<file path="src/rtl/fetch_queue.sv">
// Instruction fetch front end: owns the fetch PC, issues one word request at a time
// to instruction memory and buffers returned words in a FIFO toward decode.

module fetch_queue_checker #(
    parameter int DEPTH = 2
) (
    input logic clock,
    input logic reset,
    input logic push,
    input logic full
);

    // The issue rule reserves a slot before each request, so a full FIFO never sees a push
    always_ff @(posedge clock) begin
        if (!reset) begin
            assert (!(push && full));
        end
    end

endmodule

module fetch_queue #(
    parameter logic [31:0] RESET_PC = 32'h0000_0000,
    parameter int          DEPTH    = 2
) (
    input  logic        clock,
    input  logic        reset,
    input  logic        redirect_valid,
    input  logic [31:0] redirect_pc,
    output logic        imem_req,
    output logic [31:0] imem_addr,
    input  logic        imem_ack,
    input  logic [31:0] imem_rdata,
    output logic        id_valid,
    input  logic        id_ready,
    output logic [31:0] id_pc,
    output logic [31:0] id_instr,
    output logic [24:0] id_imm_field,
    output logic        empty
);

    localparam int PW = (DEPTH > 1) ? $clog2(DEPTH) : 1;
    localparam int CW = PW + 1;

    logic [31:0]   fetch_pc_r;
    logic [31:0]   target_pc_r;
    logic          req_active_r;
    logic          discard_r;
    logic [CW-1:0] count_r;
    logic [PW-1:0] rd_ptr_r;
    logic [PW-1:0] wr_ptr_r;
    logic [31:0]   pc_mem_r    [DEPTH];
    logic [31:0]   instr_mem_r [DEPTH];

    logic          ack_s;
    logic          push_s;
    logic          pop_s;
    logic          full_s;
    logic          room_s;
    logic [31:0]   redirect_aligned_s;
    logic [CW-1:0] count_next_s;
    logic [31:0]   fetch_pc_next_s;
    logic [31:0]   target_pc_next_s;
    logic          discard_next_s;

    assign redirect_aligned_s = redirect_pc & 32'hFFFF_FFFC;
    assign ack_s              = imem_ack && req_active_r;
    assign push_s             = ack_s && !discard_r && !redirect_valid;
    assign pop_s              = (count_r != CW'(0)) && id_ready && !redirect_valid;
    assign full_s             = (count_r == CW'(DEPTH));
    assign room_s             = (32'(count_next_s) + 32'd1) <= 32'(DEPTH);

    // Occupancy after this cycle's redirect, push and pop
    always_comb begin
        count_next_s = count_r;
        if (redirect_valid) begin
            count_next_s = CW'(0);
        end else if (push_s && !pop_s) begin
            count_next_s = count_r + CW'(1);
        end else if (!push_s && pop_s) begin
            count_next_s = count_r - CW'(1);
        end else begin
            count_next_s = count_r;
        end
    end

    // Fetch PC tracking; a redirect during an outstanding request parks its target
    // until the stale ack returns, keeping imem_addr stable for the memory
    always_comb begin
        fetch_pc_next_s  = fetch_pc_r;
        target_pc_next_s = target_pc_r;
        discard_next_s   = discard_r;
        if (redirect_valid) begin
            if (req_active_r && !imem_ack) begin
                discard_next_s   = 1'b1;
                target_pc_next_s = redirect_aligned_s;
            end else begin
                discard_next_s  = 1'b0;
                fetch_pc_next_s = redirect_aligned_s;
            end
        end else if (ack_s && discard_r) begin
            discard_next_s  = 1'b0;
            fetch_pc_next_s = target_pc_r;
        end else if (ack_s) begin
            fetch_pc_next_s = fetch_pc_r + 32'd4;
        end else begin
            fetch_pc_next_s = fetch_pc_r;
        end
    end

    // State registers and FIFO storage
    always_ff @(posedge clock) begin
        if (reset) begin
            fetch_pc_r   <= RESET_PC;
            target_pc_r  <= RESET_PC;
            req_active_r <= 1'b0;
            discard_r    <= 1'b0;
            count_r      <= CW'(0);
            rd_ptr_r     <= PW'(0);
            wr_ptr_r     <= PW'(0);
            for (int i = 0; i < DEPTH; i++) begin
                pc_mem_r[i]    <= 32'h0000_0000;
                instr_mem_r[i] <= 32'h0000_0000;
            end
        end else begin
            fetch_pc_r   <= fetch_pc_next_s;
            target_pc_r  <= target_pc_next_s;
            req_active_r <= room_s;
            discard_r    <= discard_next_s;
            count_r      <= count_next_s;
            if (redirect_valid) begin
                rd_ptr_r <= PW'(0);
                wr_ptr_r <= PW'(0);
            end else begin
                if (push_s) begin
                    pc_mem_r[wr_ptr_r]    <= fetch_pc_r;
                    instr_mem_r[wr_ptr_r] <= imem_rdata;
                    wr_ptr_r              <= wr_ptr_r + PW'(1);
                end
                if (pop_s) begin
                    rd_ptr_r <= rd_ptr_r + PW'(1);
                end
            end
        end
    end

    assign imem_req     = req_active_r;
    assign imem_addr    = fetch_pc_r;
    assign id_valid     = (count_r != CW'(0));
    assign empty        = (count_r == CW'(0));
    assign id_pc        = pc_mem_r[rd_ptr_r];
    assign id_instr     = instr_mem_r[rd_ptr_r];
    assign id_imm_field = id_instr[31:7];

    fetch_queue_checker #(.DEPTH(DEPTH)) u_checker (
        .clock (clock),
        .reset (reset),
        .push  (push_s),
        .full  (full_s)
    );

endmodule

</file>
<file path="config.mk">
export PLATFORM = sky130hd
export DESIGN_NAME = fetch_queue
export DESIGN_NICKNAME = d
export VERILOG_FILES = /design/src/rtl/fetch_queue.sv
export SDC_FILE = /design/constraint.sdc
export NUM_CORES = 1
export LEC_CHECK = 0
export ABC_AREA = 0
export BUFFER_PORTS_ARGS = -buffer_cell sky130_fd_sc_hd__buf_2
export CORE_ASPECT_RATIO = 0.6
export CORE_MARGIN = 4
export CORE_UTILIZATION = 50
export CTS_CLUSTER_SIZE = 12
export DETAILED_ROUTE_END_ITERATION = 8
export PLACE_DENSITY = 0.75
export SLEW_MARGIN = 20
export SYNTH_ARGS = -nofsm -noshare
export SYNTH_HDL_FRONTEND = slang
export SYNTH_HIERARCHICAL = 1
export SYNTH_SLANG_ARGS = --single-unit
</file>
<file path="constraint.sdc">
create_clock -name clock -period 8.2 [get_ports clock]
set_input_delay 0.41 -clock clock [delete_from_list [all_inputs] [get_ports clock]]
set_output_delay 0.41 -clock clock [all_outputs]
set_load 0.01 [all_outputs]
</file>
==> flow_metrics.tcl <==
set metrics [dict create \
    status "finished, final reports clean" \
    clk_pin_slew_ns 0.08 \
    startpoint_type "input pin" \
    clock_skew_ns 0.0156 \
    finalCritPeriodShare_pct 36.2 \
    maxCapViolations 0 \
    fmax_mhz 337 \
    htreeDepth 4 \
    row_count 38 \
    grt_use_total_pct 21.4 \
    synth_top_area_share_pct 40.6 \
    synth_compound_area_share_pct 9.75 \
    synth_edf_count 124 \
    grt_first_pass_wirelength_um 34700 \
    final_design_area_no_fill_sq_um 10700 \
    dp_hpwl_um 14800 \
    ys_seq_area_share_pct 55.2 \
    io_buffers 186 \
    die_area_sq_um 20700 \
    slew_headroom_pct 35.9 \
    cts_inserted_buffers 17 \
    vias 6814 \
    cpMostUsedCell "buf_4" \
    yosys_warnings 6 \
    crit_path_max_fanout 66 \
    r2r_slack_ns 5.26 \
    die_h_um 113 \
    synth_top_cells_by_count "edfxtp_1, and2_1, nand2_1" \
    startpoint "redirect_valid" \
    cts_resized 0 \
    post-route-util_pct 59.5 \
    cts_setup_buffers 0 \
    irDropWorstVdd_mv 0.131 \
    r2r-start "imem_req$_SDFF_PP0_" \
    initialDrtViolationCount 728 \
    wl_um 22500 \
    synthArstFlopShare_pct 0 \
    via_per_inst 5.52 \
    clk_latency_ns 0.43 \
    crit_type "input pin to flop" \
    finalSetupViolCount 0 \
    grt_pass1_vias 6251 \
    cts_tree "yes" \
    cp_cell_sequence "buf_2, buf_4, nand4bb_1, o21ai_4, buf_4" \
    avgRoutedWirePerCell_um 18.2 \
    tightest_slew_ns 0.958 \
    critPathRequiredTime_ns 8.27 \
    gp_congestion 0.881 \
    syn-cell-area_sq_um 9180 \
    cp.arrival_ns 3.04 \
    maxSlewViolCount 0 \
    start_util_pct 50.9 \
    rsz0062_at_grt "no" \
    slowest_stage "o21ai_4" \
    synth_area_leaders "edfxtp_1, dfxtp_1, and2_1" \
    grt-ovfl-total 0 \
    fp.dieW_um 183 \
    ys_ff_latch 191 \
    synth_top_family_by_area "simple AND/OR/NAND/NOR gates" \
    clockBufferDepth 2 \
    synth_top_area_cell "edfxtp_1" \
    core_sq_um 18000 \
    synth_xor_area_share_pct 1.24 \
    synth_mux_area_share_pct 8.42 \
    antenna_found_initial 0 \
    firstDrtPassIters 5 \
    num_io_pins 193 \
    cts-root-buf "clkbuf_16" \
    end_kind "flop" \
    drc 0 \
    antenna_cells 0 \
    area_growth_pct 16.8 \
    drive_gt1_share_pct 31.2 \
    hold_violations 0 \
    synth_cells 853 \
    grt_start_max_net_pins 67 \
    leakage_nw 4.33 \
    synthDistinctLibCells 61 \
    synth.most_common_cell "edfxtp_1" \
    avgSynthCellArea_sq_um 10.8 \
    cts.sinks 191 \
    synth-simple-area-share_pct 19.6 \
    powerDensity_nw_per_um2 208 \
    min_from "redirect_pc[27]" \
    synthAdderAreaFrac_pct 0.382 \
    hold_buffers 0 \
    num-nets-final 1052 \
    setup_tns_ns 0 \
    min_period_ns 2.96 \
    slowest_delay_ns 0.96 \
    crit_family "buffers and inverters" \
    path_buf_inv 3 \
    hold_path.class "input pin to flop" \
    ant_nets 0 \
    placed_area_sq_um 10100 \
    synth_ff_type "edfxtp_1" \
]
path summary, 6_finish.rpt:
path	end	cells after the start
setup / recovery	instr_mem_r[0][0]$_SDFFCE_PN0P_	5
hold / removal	target_pc_r[27]$_SDFFE_PP0P_	3
setup reg to reg	instr_mem_r[0][0]$_SDFFCE_PN0P_	3
hold reg to reg	target_pc_r[20]$_SDFFE_PP0P_	2
layout by cell type, fill, tap and decap left out, types with 5 or more instances in the layout:
cell         n
mux2_2      63
a211oi_1     7
buf_2      186
nand3_1     17
nor3_1      18
inv_1       11
buf_4        8
nand4_1      7
dfxtp_1     66
edfxtp_1   124
or3_1        6
nor2_1      30
clkbuf_16   17
and2_1     115
o21ai_0     31
nand2_1    103
nor4_1       9
a21oi_1     57
xnor2_1     10
mux2i_1      5
area by class of cell:
class,instances,area [sq um]
fillers,1559,7300
flip-flops and latches,191,5070
multi-input cells,565,3670
repair buffers,195,1020
clock buffers,18,429
well taps,240,300
clock inverters,14,196
inverters,11,41.3
sequential cells by signal, summed over array words and instances, names as in the netlist, named ones only:
name and flops:
pc_mem_r 60, imem_req 1, rd_ptr_r 1, imem_addr 30, count_r 2, discard_r 1, instr_mem_r 64, wr_ptr_r 1
target_pc_r 30
power by group:
part           internal, mW  total [mW]  switching [mW]
sequential             1.07        1.12          0.0464
combinational        0.0949       0.236           0.141
clock                 0.469       0.871           0.402
total                  1.64        2.22           0.589
per-layer routing:
layer / vias to the layer above / part of all wire (%) / routed length, um / GRT usage [%]
met5: - / 0 / 0 / 0
met4: 0 / 0.80 / 180 / 5.06
met3: 17 / 9.8 / 2210 / 4.27
met2: 312 / 42 / 9360 / 30.1
met1: 3218 / 48 / 10700 / 33.8
li1: 3267 / - / - / -
cell families after synthesis:
kind of cell	count (synthesis)
AND/OR/NAND/NOR	333
AO/OA/AOI/OAI	143
XOR/XNOR	13
buffers and inverters	100
flip-flops	191
adder cells (fa/ha/maj)	3
other	1
multiplexers	69
worst register-to-register path, cell delays in order (launching register included):
cell and delay, ns:
dfxtp_1 0.51, nand4bb_1 0.54, o21ai_4 0.96, buf_4 0.57
through the flow:
step / total power [mW] / setup WS [ns] / instances / hold slack, ns
final: 2.22 / 5.24 / 1234 / 0.217
after global routing: 2.31 / 4.97 / 1234 / 0.222
after CTS: 2.23 / 5.21 / 1234 / 0.207
after detailed placement: 1.37 / 4.76 / 1202 / 0.449
after global placement: 1.37 / 4.76 / 1201 / 0.440
after floorplan: 1.28 / 2.35 / 856 / 0.432
Note: power is estimated with default switching activity, not from simulation.
